$ cat config.mk
export PLATFORM = sky130hd
export DESIGN_NAME = ex_muldiv_unit
export DESIGN_NICKNAME = d
export VERILOG_FILES = /design/src/rtl/mips_pkg.sv /design/src/rtl/muldiv_core.sv /design/src/rtl/ex_muldiv_unit.sv
export SDC_FILE = /design/constraint.sdc
export NUM_CORES = 1
export LEC_CHECK = 0
export ABC_AREA = 0
export BUFFER_PORTS_ARGS = -buffer_cell sky130_fd_sc_hd__buf_2
export CORE_ASPECT_RATIO = 1.5
export CORE_UTILIZATION = 38
export DETAILED_ROUTE_END_ITERATION = 16
export PLACE_DENSITY_LB_ADDON = 0.08
export SLEW_MARGIN = 20
export SYNTH_ARGS = -nofsm -noshare
export SYNTH_HDL_FRONTEND = slang
export SYNTH_SLANG_ARGS = --single-unit
$ cat constraint.sdc
create_clock -name clk -period 9.5 [get_ports clk]
set_clock_uncertainty 0.1 [all_clocks]
set_input_delay 0.95 -clock clk [delete_from_list [all_inputs] [get_ports clk]]
set_output_delay 0.95 -clock clk [all_outputs]
set_load 0.01 [all_outputs]
$ cat src/rtl/mips_pkg.sv
// Shared MIPS definitions used by the EX-stage multiply/divide unit:
// op encodings, FSM state constants and the default datapath width.
package mips_pkg;

  localparam int MD_XLEN = 32;

  typedef enum logic [2:0] {
    MD_MULT  = 3'd0,
    MD_MULTU = 3'd1,
    MD_DIV   = 3'd2,
    MD_DIVU  = 3'd3,
    MD_MTHI  = 3'd4,
    MD_MTLO  = 3'd5
  } md_op_t;

  typedef logic [1:0] md_state_t;

  localparam md_state_t IDLE = 2'd0;
  localparam md_state_t RUN  = 2'd1;
  localparam md_state_t FIN  = 2'd2;

endpackage

$ cat src/rtl/muldiv_core.sv
// Shared shift datapath for iterative multiply (shift-add) and restoring
// divide: one bit per step, accumulator plus shift register plus counter.
module muldiv_core
  import mips_pkg::*;
#(
  parameter int XLEN = MD_XLEN
) (
  input  logic            clk,
  input  logic            reset,
  input  logic            load,
  input  logic            step,
  input  logic            is_div,
  input  logic [XLEN-1:0] opa,
  input  logic [XLEN-1:0] opb,
  output logic [XLEN-1:0] acc,
  output logic [XLEN-1:0] sreg,
  output logic            last
);

  localparam int CW = $clog2(XLEN);

  logic [XLEN-1:0] opnd;
  logic [CW-1:0]   counter;
  logic [XLEN:0]   add_sum;
  logic [XLEN:0]   shifted;
  logic [XLEN:0]   diff;
  logic [XLEN-1:0] acc_nxt;
  logic [XLEN-1:0] sreg_nxt;

  // Multiply: {acc,sreg} holds the growing product with the multiplier
  // shifting out of sreg. Divide: sreg holds the dividend shifting into the
  // remainder (acc) while quotient bits shift in at the bottom.
  always_comb begin
    add_sum  = {1'b0, acc} + (sreg[0] ? {1'b0, opnd} : '0);
    shifted  = {acc, sreg[XLEN-1]};
    diff     = shifted - {1'b0, opnd};
    acc_nxt  = add_sum[XLEN:1];
    sreg_nxt = {add_sum[0], sreg[XLEN-1:1]};
    if (is_div) begin
      if (diff[XLEN]) begin
        acc_nxt  = shifted[XLEN-1:0];
        sreg_nxt = {sreg[XLEN-2:0], 1'b0};
      end else begin
        acc_nxt  = diff[XLEN-1:0];
        sreg_nxt = {sreg[XLEN-2:0], 1'b1};
      end
    end
  end

  always_ff @(posedge clk) begin
    if (reset) begin
      acc     <= '0;
      sreg    <= '0;
      opnd    <= '0;
      counter <= '0;
    end else if (load) begin
      acc     <= '0;
      sreg    <= opa;
      opnd    <= opb;
      counter <= '0;
    end else if (step) begin
      acc     <= acc_nxt;
      sreg    <= sreg_nxt;
      counter <= counter + 1'b1;
    end
  end

  assign last = (counter == CW'(XLEN - 1));

endmodule

$ cat src/rtl/ex_muldiv_unit.sv
// EX-stage iterative multiply/divide unit: owns HI/LO, runs MULT/MULTU/DIV/DIVU
// over XLEN cycles, MTHI/MTLO in one, and requests stalls while busy.
module ex_muldiv_unit
  import mips_pkg::*;
#(
  parameter int XLEN = MD_XLEN
) (
  input  logic            clk,
  input  logic            reset,
  input  logic            start,
  input  logic [2:0]      op,
  input  logic [XLEN-1:0] a,
  input  logic [XLEN-1:0] b,
  input  logic            flush,
  input  logic            mf_req,
  output logic            busy,
  output logic            stall,
  output logic            done,
  output logic [XLEN-1:0] hi,
  output logic [XLEN-1:0] lo
);

  md_state_t state;
  logic      is_div, rsign, remsign, dz;

  logic            start_ok, md_op, signed_op, div_op, dz_now;
  logic [XLEN-1:0] a_abs, b_abs, core_a, core_b;
  logic [XLEN-1:0] acc, sreg;
  logic            last;

  logic [2*XLEN-1:0] prod, prod_fix;
  logic [XLEN-1:0]   hi_res, lo_res;

  assign start_ok  = start & ~flush & (state == IDLE);
  assign md_op     = ~op[2];
  assign div_op    = ~op[2] & op[1];
  assign signed_op = (op == MD_MULT) | (op == MD_DIV);
  assign dz_now    = div_op & (b == '0);

  assign a_abs = a[XLEN-1] ? -a : a;
  assign b_abs = b[XLEN-1] ? -b : b;

  // A zero divisor keeps the raw dividend in sreg so FIN can return it in HI.
  assign core_a = (signed_op & ~dz_now) ? a_abs : a;
  assign core_b = signed_op ? b_abs : b;

  muldiv_core #(.XLEN(XLEN)) u_core (
    .clk    (clk),
    .reset  (reset),
    .load   (start_ok & md_op),
    .step   (state == RUN),
    .is_div (is_div),
    .opa    (core_a),
    .opb    (core_b),
    .acc    (acc),
    .sreg   (sreg),
    .last   (last)
  );

  always_ff @(posedge clk) begin
    if (reset) begin
      state   <= IDLE;
      is_div  <= 1'b0;
      rsign   <= 1'b0;
      remsign <= 1'b0;
      dz      <= 1'b0;
    end else begin
      case (state)
        IDLE: if (start_ok && md_op) begin
          state   <= dz_now ? FIN : RUN;
          is_div  <= div_op;
          rsign   <= signed_op & (a[XLEN-1] ^ b[XLEN-1]);
          remsign <= signed_op & a[XLEN-1];
          dz      <= dz_now;
        end
        RUN: begin
          if (flush)     state <= IDLE;
          else if (last) state <= FIN;
        end
        default: state <= IDLE;
      endcase
    end
  end

  always_comb begin
    prod     = {acc, sreg};
    prod_fix = rsign ? -prod : prod;
    hi_res   = prod_fix[2*XLEN-1:XLEN];
    lo_res   = prod_fix[XLEN-1:0];
    if (dz) begin
      hi_res = sreg;
      lo_res = '1;
    end else if (is_div) begin
      hi_res = remsign ? -acc : acc;
      lo_res = rsign ? -sreg : sreg;
    end
  end

  always_ff @(posedge clk) begin
    if (reset) begin
      hi <= '0;
      lo <= '0;
    end else if (start_ok && op == MD_MTHI) begin
      hi <= a;
    end else if (start_ok && op == MD_MTLO) begin
      lo <= a;
    end else if (state == FIN && !flush) begin
      hi <= hi_res;
      lo <= lo_res;
    end
  end

  assign busy  = (state != IDLE);
  assign stall = busy & (start | mf_req);
  assign done  = (state == FIN) & ~flush;

endmodule

Word level (Yosys, flattened, before mapping) --
Index checks and enable logic that the tools add are counted.
Word-level totals: input port bits 72, logic and storage cells 90, register bits after elaboration 171
Operators by class: $add $sub $neg 8, muxes and demuxes 28, equality and inequality tests 9, reductions and logical operators 17, bitwise gates (word level) 17
Operators by type and width (count):
- $mux 32 | 21
- $neg 32->32 | 4
- $mux 64 | 1
- $neg 64->64 | 1
- $add 32x33->33 | 1
- $sub 33x32->33 | 1
- $logic_not 32->1 | 1
- $and 1x1->1 | 10
- $mux 2 | 4
- $reduce_and 2->1 | 4
- $reduce_bool 2->1 | 4
- $eq 3x3->1 const B | 2
- $add 5x1->5 const B | 1
- $eq 5x5->1 const B | 1
- $logic_and 1x1->1 | 4
- $not 1->1 | 4
- $pmux 2 s2 | 1
- $eq 3x2->1 const B | 1
- $logic_not 3->1 | 1
- $ne 3x3->1 const B | 1
- $eq 2x1->1 const B | 1
- $eq 2x2->1 const B | 1
- $logic_not 2->1 | 1
- $ne 2x1->1 const B | 1
- other kinds (6) | 7

Logic depth before layout (Yosys ltp) --
word-level depth 7, gate-level depth with buffers 14

Modules after synthesis --
Synthesis repeated with hierarchy kept, for this count alone.
Second synthesis, totals: cell total of the unflattened synthesis 1990, area, all modules 14861.8 µm²
By module, submodules not included:
- muldiv_core | cells each 1050, area each 8170.3 µm², instances 1, seq. area each 2021.9 µm²
- ex_muldiv_unit | cells each 940, area each 6691.4 µm², instances 1, seq. area each 1401.3 µm²

Worst setup path after synthesis --
No wires, ideal clock.
kind input to register, start point input a[2], end point register u_core.sreg[30], path slack 5.794 ns, library setup time 0.133 ns, arrival 3.473 ns, stages on the path 9, cell sequence buf_6 -> or4_4 -> or4_4 -> or4_4 -> nand2b_4 -> or3_4 -> o41ai_4 -> xor2_1 -> a21oi_1
On the way: longest elaborated chain between the ends 4
Ends and longest elaborated chain:
- start, declared | RTL line ex_muldiv_unit.sv:12 | input logic [XLEN-1:0] a,
- $neg 32->32 | RTL line ex_muldiv_unit.sv:40 | assign a_abs = a[XLEN-1] ? -a : a;
- $mux 32 | RTL line ex_muldiv_unit.sv:40
- $mux 32 | RTL line ex_muldiv_unit.sv:44 | assign core_a = (signed_op & ~dz_now) ? a_abs : a;
- $mux 32 | RTL line muldiv_core.sv:56 | end else if (load) begin
- end signal, assigned | RTL line muldiv_core.sv:58 | sreg <= opa;
- end signal, assigned | RTL line muldiv_core.sv:63 | sreg <= sreg_nxt;
- end, declared | RTL line muldiv_core.sv:16 | output logic [XLEN-1:0] sreg,
Every way passes these cells. A chain may end at the register's enable or synchronous reset.

Worst setup path in the final report --
start point register u_core.acc[18], end point register u_core.acc[20]
On the way: longest elaborated chain between the ends 3, elaborated cells on any way between the ends 4, classes of those cells add/sub (2); mux (2)
Ends and longest elaborated chain:
- start, declared | RTL line muldiv_core.sv:15 | output logic [XLEN-1:0] acc,
- start signal, assigned | RTL line muldiv_core.sv:62 | acc <= acc_nxt;
- $sub 33x32->33 | RTL line muldiv_core.sv:36 | diff = shifted - {1'b0, opnd};
- $mux 32 | RTL line muldiv_core.sv:40 | if (diff[XLEN]) begin
- $mux 32 * | RTL line muldiv_core.sv:39 | if (is_div) begin
Every way passes the cells marked *; elsewhere a longest branch is shown, timed or not.

==> impl_metrics.ini <==
[status]
outcome = completed

[worst_setup_path]
cp-startpoint = u_core.acc[18]
endpoint = u_core.acc[20]
arrival_ns = 4.30
crit_fanout = 31
r2r_end = u_core.acc[20]
cpMaxStageDelayCell = dfxtp_1
cp.depth = 11
critical-path-top-delay-family = simple AND/OR/NAND/NOR gates
rr_worst_depth = 11
path_buf_inv = 1
slowest_delay_ns = 0.59
worstSetupStartpointType = register
crit_required_ns = 9.75
timing.rr.start = u_core.acc[18]
worstPathCellList = ha_1 > nand2_1 > nor4_1 > o211ai_1 > nand3_1 > and4_1 > a311o_2 > buf_4 > mux2_2 > a21oi_1 > nor2_1
critPathKind = register to register
r2r_setup_slack_ns = 5.46
end_kind = register

[global_route]
grtUsageTotal_pct = 28.3
grt_max_degree = 70
grt_pass1_wl_um = 82400
grt_antenna_before_repair = 0
grt_pass1_vias = 14200
gr-total-overflow = 0

[hold_path]
min_path_type = register to register

[cts]
htreeDepth = 4
post_cts_buffers = 0
post_cts_resized = 0
cts.sinks = 171
cts_tree = yes
numCtsBuffers = 17
cts-root-buf = clkbuf_16
cts_hold_buf = 0
cts_max_path_buffers = 2
clk_latency_ns = 0.47
path_clk_slew_ns = 0.07

[synth]
synth_commonest_cells = 221 x nor2_1, 187 x a21oi_1, 171 x dfxtp_1
synth_edf_count = 0
ys_ff_latch = 171
postSynthAreaPerCell_sq_um = 7.49
ys_seq_area_share_pct = 24.3
synth.most_common_cell = nor2_1
synth.distinct_cells = 76
async_flop_share_pct = 0
dominantRegCellSynth = dfxtp_1
yosysWarnings = 0
synth.cell_area_sq_um = 14100
synthTopCellsByArea = dfxtp_1 24%, a21oi_1 6.6%, ha_1 6.2%
syn_nets = 2025
synth_top_area_cell = dfxtp_1
synth_top_area_share_pct = 24.3
syn_inst = 1881

[floorplanning]
die_h_um = 238
placementRows = 86
start_util_pct = 38.5
die_area_sq_um = 37900
core_sq_um = 36600
die_x_um = 159
io_pins = 139

[timing]
timing.fmax_mhz = 247
slew_headroom_pct = 25.9
hold_violations = 0
setup_violations = 0
slew_violations = 0
finalSetupTns_ns = 0
min_period_over_period_pct = 42.5
min_period_ns = 4.04
worstMarginPinSlew_ns = 1.11
rsz0062_at_grt = no
hold_ws_ns = 0.365

[pwr]
seqPwrFrac_pct = 37.9
p_total_mw = 2.07
p_leak_nw = 6.07
power.density_nw_per_um2 = 133
peakVddDrop_v = 0.0000993
internal_power_mw = 1.34
clkPwrFrac_pct = 35.8
p_switching_uw = 733
switching_share_pct = 35.4
power_frac_comb_pct = 26.3

[detailed_routing]
wl_per_cell_um = 22.2
routed_wl_um = 53800
drt_first_pass_iters = 5
drt-initial-drc-count = 947
viasPerCell = 6.04
drc_errors = 0
vias = 14600
ant_nets = 0

[finish]
antenna_cells = 0
final_area_sq_um = 15600
nNetsFinal = 2067
syn_to_final_growth_pct = 10.9
drive_gt1_share_pct = 12.3

[placement]
port_buffers = 138
dp_hpwl_um = 40400
gp_congestion = 0.923
postPlaceCellArea_sq_um = 15000

[run]
drv_cap = 0
[state kept, by name, indices dropped and copies added (netlist names)]
register,flops
remsign,1
lo,32
hi,32
u_core.counter,5
state,2
u_core.sreg,32
u_core.acc,32
u_core.opnd,32
is_div,1
dz,1
rsign,1
[cell usage in the layout, fill, tap and decap left out, drive strengths merged, types with 19 or more instances in the layout]
cell	count
o221ai	24
ha	70
a21o	23
nand2	148
buf	156
xnor2	84
nor4	22
a21oi	187
a211oi	97
mux2i	58
nand3	23
nand2b	19
or4	21
a221oi	20
dfxtp	171
o21ai	109
nor3	48
o31ai	27
nor2	221
inv	71
xor2	87
[per-stage QoR]
stage	setup WS [ns]	utilization [%]	std cells
after floorplan	5.79	-	1881
after global placement	5.27	41.1	2388
after detailed placement	5.16	41.1	2388
after CTS	5.47	42.7	2420
after global routing	5.24	42.7	2420
final	5.46	42.7	2420
[final cells by class]
type                       count  area (sq um)
timing repair buffer         156           828
fill                        3890         21000
inverter                      65           244
multi-input combinational   1512          9930
sequential                   171          3430
clock inverter                14           156
clock buffer                  18           429
tap                          484           606
[cell families after synthesis]
| kind of cell | after synthesis | share of synthesized area [%] |
|---|---|---|
| AOI/OAI and AO/OA | 624 | 29.3 |
| xor gates and xnor gates | 171 | 10.6 |
| adders and majority gates | 72 | 6.50 |
| buffers and inverters | 198 | 5.37 |
| DFF | 171 | 24.3 |
| muxes | 63 | 4.52 |
| and+or+nand+nor | 582 | 19.4 |
[power groups by stage]
stage / Sequential (mW) / Clock (mW) / Combinational (mW)
floorplan: 0.776 / 0 / 0.389
global placement: 0.801 / 0 / 0.537
detailed placement: 0.801 / 0 / 0.539
CTS: 0.784 / 0.754 / 0.541
global route: 0.788 / 0.778 / 0.594
finish: 0.785 / 0.742 / 0.544
[worst min-delay path by stage]
stage	from	to	slack, ns	depth (start not counted)
CTS	u_core.counter[4]	u_core.counter[4]	0.37	2
detailed placement	u_core.counter[4]	u_core.counter[4]	0.36	2
floorplan	u_core.opnd[31]	u_core.opnd[31]	0.33	2
finish	u_core.counter[4]	u_core.counter[4]	0.37	2
global placement	u_core.counter[4]	u_core.counter[4]	0.35	2
global route	u_core.counter[4]	u_core.counter[4]	0.39	2
[worst register-to-register path, delay by kind of cell, from the launching register on]
| family | cells | cell delay [ns] |
|---|---|---|
| AND/OR/NAND/NOR | 5 | 1.23 |
| AO/OA/AOI/OAI | 3 | 0.80 |
| flip-flops | 1 | 0.59 |
| buffers and inverters | 1 | 0.45 |
| multiplexers | 1 | 0.39 |
| adder cells (fa/ha/maj) | 1 | 0.38 |
[metal layers]
layer / track usage [%] / vias to the layer above / part of all wire [%]
met3: 3.08 / 153 / 3.7
met5: 0 / - / 0
met2: 53.3 / 477 / 52
met1: 29.5 / 6995 / 38
met4: 18.6 / 0 / 6.4
li1: - / 6988 / -
No activity file was read; power rests on OpenSTA's default activity.
